--- src/rtl/mem_log_reader.sv ---
// mem_log_reader: once the sample log is full, reads every word back through
// the logger read port and streams it out as an I byte then a Q byte on a
// valid/ready byte interface toward the serial transmitter.
module mem_log_reader #(
    parameter int BRAM_ADDR_WIDTH = 15,
    parameter int BRAM_DATA_WIDTH = 16,
    parameter int RD_LATENCY      = 1
) (
    input  logic                       clk,
    input  logic                       i_rst_n,
    input  logic                       i_mem_full,
    input  logic                       i_start,
    input  logic [BRAM_DATA_WIDTH-1:0] i_data_log_from_mem,
    input  logic                       i_ready,
    output logic                       o_read_log,
    output logic [BRAM_ADDR_WIDTH-1:0] o_addr_log_to_mem,
    output logic [7:0]                 o_data,
    output logic                       o_valid,
    output logic                       o_busy,
    output logic                       o_done,
    output logic                       o_abort
);

    // The latency counter runs 0..RD_LATENCY inside ADDR, so ADDR lasts
    // RD_LATENCY+1 cycles: one for the address to reach the logger and
    // RD_LATENCY for the read data to come back.
    localparam int                CNT_W    = $clog2(RD_LATENCY + 2);
    localparam logic [CNT_W-1:0]  LAT_LAST = CNT_W'(RD_LATENCY);
    localparam logic [BRAM_ADDR_WIDTH-1:0] ADDR_ONE = BRAM_ADDR_WIDTH'(1);

    typedef enum logic [2:0] {
        IDLE,
        REQ,
        ADDR,
        SEND_HI,
        SEND_LO,
        DONE
    } state_t;

    state_t                     state;
    state_t                     state_next;
    logic [BRAM_ADDR_WIDTH-1:0] addr;
    logic [BRAM_DATA_WIDTH-1:0] word;
    logic [CNT_W-1:0]           lat_cnt;
    logic                       abort_q;
    logic                       dumping;
    logic                       abort_now;
    logic                       addr_last;
    logic                       lat_done;

    // A dump is cancelled whenever the logger leaves the full state while we
    // still depend on its contents (everything except IDLE and DONE).
    always_comb begin
        dumping   = (state == REQ) || (state == ADDR) ||
                    (state == SEND_HI) || (state == SEND_LO);
        abort_now = dumping && !i_mem_full;
        addr_last = &addr;
        lat_done  = (lat_cnt == LAT_LAST);
    end

    // Next-state logic; abort overrides every other transition.
    always_comb begin
        state_next = state;
        case (state)
            IDLE: begin
                if (i_start && i_mem_full) begin
                    state_next = REQ;
                end
            end
            REQ: begin
                state_next = ADDR;
            end
            ADDR: begin
                if (lat_done) begin
                    state_next = SEND_HI;
                end
            end
            SEND_HI: begin
                if (i_ready) begin
                    state_next = SEND_LO;
                end
            end
            SEND_LO: begin
                if (i_ready) begin
                    state_next = addr_last ? DONE : ADDR;
                end
            end
            DONE: begin
                state_next = IDLE;
            end
            default: begin
                state_next = IDLE;
            end
        endcase
        if (abort_now) begin
            state_next = IDLE;
        end
    end

    // State register.
    always_ff @(posedge clk or negedge i_rst_n) begin
        if (!i_rst_n) begin
            state <= IDLE;
        end else begin
            state <= state_next;
        end
    end

    // Address register: cleared on a new dump, stepped only after the low byte
    // of a word is accepted, and never stepped past all ones.
    always_ff @(posedge clk or negedge i_rst_n) begin
        if (!i_rst_n) begin
            addr <= '0;
        end else if (state == IDLE && i_start && i_mem_full) begin
            addr <= '0;
        end else if (state == SEND_LO && i_ready && !addr_last && !abort_now) begin
            addr <= addr + ADDR_ONE;
        end
    end

    // Latency counter: counts while remaining in ADDR, otherwise held at zero.
    always_ff @(posedge clk or negedge i_rst_n) begin
        if (!i_rst_n) begin
            lat_cnt <= '0;
        end else if (state == ADDR && state_next == ADDR) begin
            lat_cnt <= lat_cnt + CNT_W'(1);
        end else begin
            lat_cnt <= '0;
        end
    end

    // Word register: captures the read data on the last ADDR cycle.
    always_ff @(posedge clk or negedge i_rst_n) begin
        if (!i_rst_n) begin
            word <= '0;
        end else if (state == ADDR && lat_done) begin
            word <= i_data_log_from_mem;
        end
    end

    // Abort pulse appears in the first IDLE cycle after a cancelled dump.
    always_ff @(posedge clk or negedge i_rst_n) begin
        if (!i_rst_n) begin
            abort_q <= 1'b0;
        end else begin
            abort_q <= abort_now;
        end
    end

    // Outputs decoded from state so reset forces them low immediately.
    always_comb begin
        o_read_log        = dumping;
        o_addr_log_to_mem = addr;
        o_busy            = (state != IDLE);
        o_done            = (state == DONE);
        o_abort           = abort_q;
        o_valid           = 1'b0;
        o_data            = 8'h00;
        if (state == SEND_HI) begin
            o_valid = 1'b1;
            o_data  = word[BRAM_DATA_WIDTH-1 -: 8];
        end else if (state == SEND_LO) begin
            o_valid = 1'b1;
            o_data  = word[7:0];
        end
    end

endmodule
--- config.mk ---
export PLATFORM = sky130hd
export DESIGN_NAME = mem_log_reader
export DESIGN_NICKNAME = d
export VERILOG_FILES = /design/src/rtl/mem_log_reader.sv
export SDC_FILE = /design/constraint.sdc
export NUM_CORES = 1
export LEC_CHECK = 0
export CORE_MARGIN = 2
export CORE_UTILIZATION = 44
export DETAILED_ROUTE_END_ITERATION = 7
export PLACE_DENSITY = 0.81
export SKIP_CTS_REPAIR_TIMING = 1
export SLEW_MARGIN = 10
export SYNTH_ARGS = -nofsm -noshare
export SYNTH_HDL_FRONTEND = slang
export SYNTH_SLANG_ARGS = --single-unit
--- constraint.sdc ---
create_clock -name clk -period 1.53 [get_ports clk]
set_input_delay 0.2295 -clock clk [delete_from_list [all_inputs] [get_ports clk]]
set_output_delay 0.2295 -clock clk [all_outputs]
set_load 0.005 [all_outputs]
Word-level counts from Yosys, hierarchy flattened
Index checks and enable logic that the tools add are counted.

word-level totals
  logic and storage cells = 47
  bits in registers = 37
  bits of input ports = 21

cells by class
  add/sub/neg operators = 2
  reductions and logical operators = 19
  equal/unequal tests = 7
  multiplexer cells = 14

operators by type and width
  operator               number
  $mux 15                2
  $mux 3                 6
  $mux 8                 2
  $add 15x1->15 const B  1
  $pmux 3 s5             1
  $reduce_and 15->1      1
  $eq 3x2->1 const B     3
  $logic_and 1x1->1      9
  $eq 3x3->1 const B     2
  $eq 3x1->1 const B     1
  $logic_not 1->1        3
  $logic_not 3->1        1
  $logic_or 1x1->1       3
  $reduce_bool 3->1      1
  $add 2x1->2 const B    1
  $eq 2x1->1 const B     1
  $mux 1                 2
  $mux 2                 1
  $reduce_bool 2->1      1

Depth between registers and ports, before layout
  depth after elaboration = 9
  mapped depth = 6

Least setup slack after synthesis
Ideal clock, no wire load.

  kind = register to register
  start = register addr[0], in the netlist o_addr_log_to_mem[0]
  end = register addr[0], in the netlist o_addr_log_to_mem[0]
  period minus slack after synthesis = 1.673 ns
  data arrival time = 1.543 ns
  buffers on the path = 1
  data required time = 1.400 ns
  path slack = -0.143 ns
  cell stages (with the launch flop) = 7
  cells stage by stage = dfrtp_1 ha_1 nand4_1 nor4_4 buf_6 nor2_1 mux2i_1

between the ends
  cells in the longest elaborated chain, start to end = 5
  elaborated cells between the ends (all ways) = 8
  classes of those cells = add/sub: 1; mux: 2; reduce/logical: 5

ends and longest elaborated chain
  what                                                   line  RTL
  start, declared                                        42    logic [BRAM_ADDR_WIDTH-1:0] addr;
  start signal, assigned                                 117   addr <= addr + ADDR_ONE;
  branches (longest 5 deep; another with $add 15x1->15)  n/a

Parallel ways; which one is timed is not known. The select of a mux whose other input is x is not followed.
A chain may end at the register's enable or synchronous reset.

Worst setup path after layout
  start = register state[0]
  end = register addr[12], in the netlist o_addr_log_to_mem[12]

between the ends
  cells in the longest elaborated chain, start to end = 8
  elaborated cells between the ends (all ways) = 17
  classes of those cells = eq/ne: 4; mux: 1; reduce/logical: 12

ends and longest elaborated chain
  what                                      line  RTL
  start, declared                           40    state_t state;
  start signal, assigned                    105   state <= state_next;
  $eq 3x1->1 or $eq 3x2->1 (tied branches)  54    dumping = (state == REQ) || (state == ADDR) ||
  $logic_or 1x1->1 (2 in a row)             54
  $logic_or 1x1->1                          55    (state == SEND_HI) || (state == SEND_LO);
  $logic_and 1x1->1                         56    abort_now = dumping && !i_mem_full;
  $logic_not 1->1                           116   end else if (state == SEND_LO && i_ready && !addr_last && !abort_now) begin
  $logic_and 1x1->1                         116
  $reduce_bool 2->1 (no line)               n/a

Parallel ways exist; a longest one is shown, timed or not.

==> qor.txt <==
WL/cell: 20.2 um
Iter 0 DRT Violations: 189
Mapped Cells: 173
global-route wire length before repair: 8270 um
fraction of layout cells with a size suffix above 1: 0.464
DRC errors left: 0
Yosys reg bits: 37
critical path capture point type: flop
Seq/Total Area, Yosys: 0.484
worst setup margin: -0.374 ns
chip width: 69.9 um
PortBufs: 48
setup TNS: -8.24 ns
Setup violations, final: 46
post-synthesis cell type count: 38
NumNets Final: 311
GR Util All Layers: 0.213
Leak: 1.67 nW
routed wl met3: 318 um
Met1 Routed Length: 2880 um
clock latency on the worst-skew pair: 0.31 ns
Final ANT Viol Nets: 0
CTS Buf Count: 5
vias in the first global route: 1764
Post-Synthesis Cell Area: 1910 um^2
initial antenna violation count: 0
DIE HEIGHT: 69.9 um
CP Data Arrival Time: 2.14 ns
R2R Path Start: state[0]
# rows: 23
first-pass detailed-route iteration total: 4
metal2 WL: 3500 um
CTS tree: yes
commonest non-fill, non-tap cell in the layout: buf_4
CP required: 1.76 ns
final design utilization: 0.829
EDFF count, synth: 0
P&R area growth vs syn: 77.2%
Syn Area/Cell: 11.1 um^2
RSZ-0062 raised after global routing: yes
Root Buffer: clkbuf_8
routability cong.: 0.761
Hold WC Path Type: input port to async pin
WL final: 6850 um
VDD IR max: 0.811 mV
via count: 1997
Rel. slew slack: 0.764
core region area: 4090 um^2
crit start category: flop
Async S/R FF share, synth: 1.00
fin crit share: 1.24
crit path time final: 1.90 ns
Final Hold Fails: 0
CP Max Fanout: 4
final non-filler cell area: 3390 um^2
CTS Sinks: 37
Die Area: 4890 um^2
via/cell ratio: 5.89
largest net degree at the start of global routing: 38
top_reg_cell synth: dfrtp_1
skew final: 0.00660 ns
Worst Tran Pin Value: 0.352 ns
crit path launch: state[0]
# H-tree levels: 2
Worst-path clk slew: 0.08 ns
status: finished with violations
hpwl dp: 3430 um
failing checks: negative setup slack
Post-DP Area: 2800 um^2
starting density of the core: 0.468
# Max-Cap Violations: 0
Power Dens Cells: 798 nW/um^2
GR Overflow Total: 0
n_diodes: 0
maximum clock frequency: 525 MHz
Clock Tree Buf Depth: 2
max layer used: met4
Slew Viols, Final: 0
Mapped Nets: 196
num ports: 49
commonest cells after routing, fill and taps aside: buf_4, dfrtp_1, clkdlybuf4s50_1, buf_6
Warnings, synthesis: 0
crit path kind: flop to flop
cell usage after synthesis, types with 3 or more instances:
cell type,instances,share of area
o31ai_1,5,0.020
clkbuf_1,4,0.0078
and3_1,5,0.016
nor4_1,4,0.013
or4_1,6,0.024
nand3_1,7,0.018
a21oi_1,8,0.021
mux2i_1,8,0.042
nand4_1,3,0.0098
nor3_1,3,0.0078
nand2_1,13,0.026
inv_1,6,0.012
mux2_2,16,0.094
a22o_1,8,0.037
nand2b_1,8,0.026
dfrtp_1,37,0.48
layer usage:
metal / vias to the layer above / GRT usage
li1: 881 / -
met5: - / 0
met4: 0 / 0.0876
met1: 1036 / 0.284
met3: 14 / 0.0390
met2: 66 / 0.343
worst max-delay path: stages, from the launching register on:
cell	delay (ns)
dfrtp_1	0.44
nor3b_4	0.23
buf_4	0.16
buf_6	0.12
buf_6	0.11
o2111ai_4	0.15
or4_1	0.47
a21oi_2	0.15
logic make-up after synthesis:
family          share of synthesized area
fa+ha+maj                          0.0183
xor+xnor                          0.00458
mux                                 0.136
simple gates                        0.227
buf+inv                            0.0307
flops                               0.484
compound gates                     0.0994
registers in the layout, indices dropped and copies added, names as in the netlist:
name               flops
word                  16
o_addr_log_to_mem     15
state                  3
lat_cnt                2
o_abort                1
stage by stage:
stage                     std cells  setup WS, ns  hold WS, ns  power (mW)
after floorplan                 173       -0.0738      -0.0661        1.39
after global placement          308        -0.235        0.432        1.59
after detailed placement        308        -0.265        0.449        1.61
after CTS                       316        -0.602        0.312        2.62
after global routing            339        -0.415        0.321        2.79
final                           339        -0.374        0.294        2.70
worst paths after layout:
check                                         to  slack, ns  cells past startpoint
hold reg to reg                       lat_cnt[0]       0.46                      1
hold / removal                           word[7]       0.29                      2
min in group clk                      lat_cnt[0]       0.46                      1
max in group asynchronous   o_addr_log_to_mem[4]       1.02                      2
setup / recovery           o_addr_log_to_mem[12]      -0.37                      7
setup reg to reg           o_addr_log_to_mem[12]      -0.37                      7
area by class of cell:
cell class / count / area, um^2
multi-input combinational: 124 / 1170
inverter: 6 / 22.5
clock buffer: 5 / 68.8
fill: 210 / 697
clock inverter: 3 / 65.1
sequential: 37 / 927
tap: 50 / 62.6
timing repair buffer: 114 / 1080
where the power goes:
| group | switching [mW] | internal [mW] | total [mW] |
|---|---|---|---|
| clock network | 0.389 | 0.648 | 1.04 |
| registers | 0.0878 | 1.12 | 1.20 |
| logic | 0.185 | 0.279 | 0.464 |
| total | 0.661 | 2.04 | 2.70 |
No activity file was read; power rests on OpenSTA's default activity.
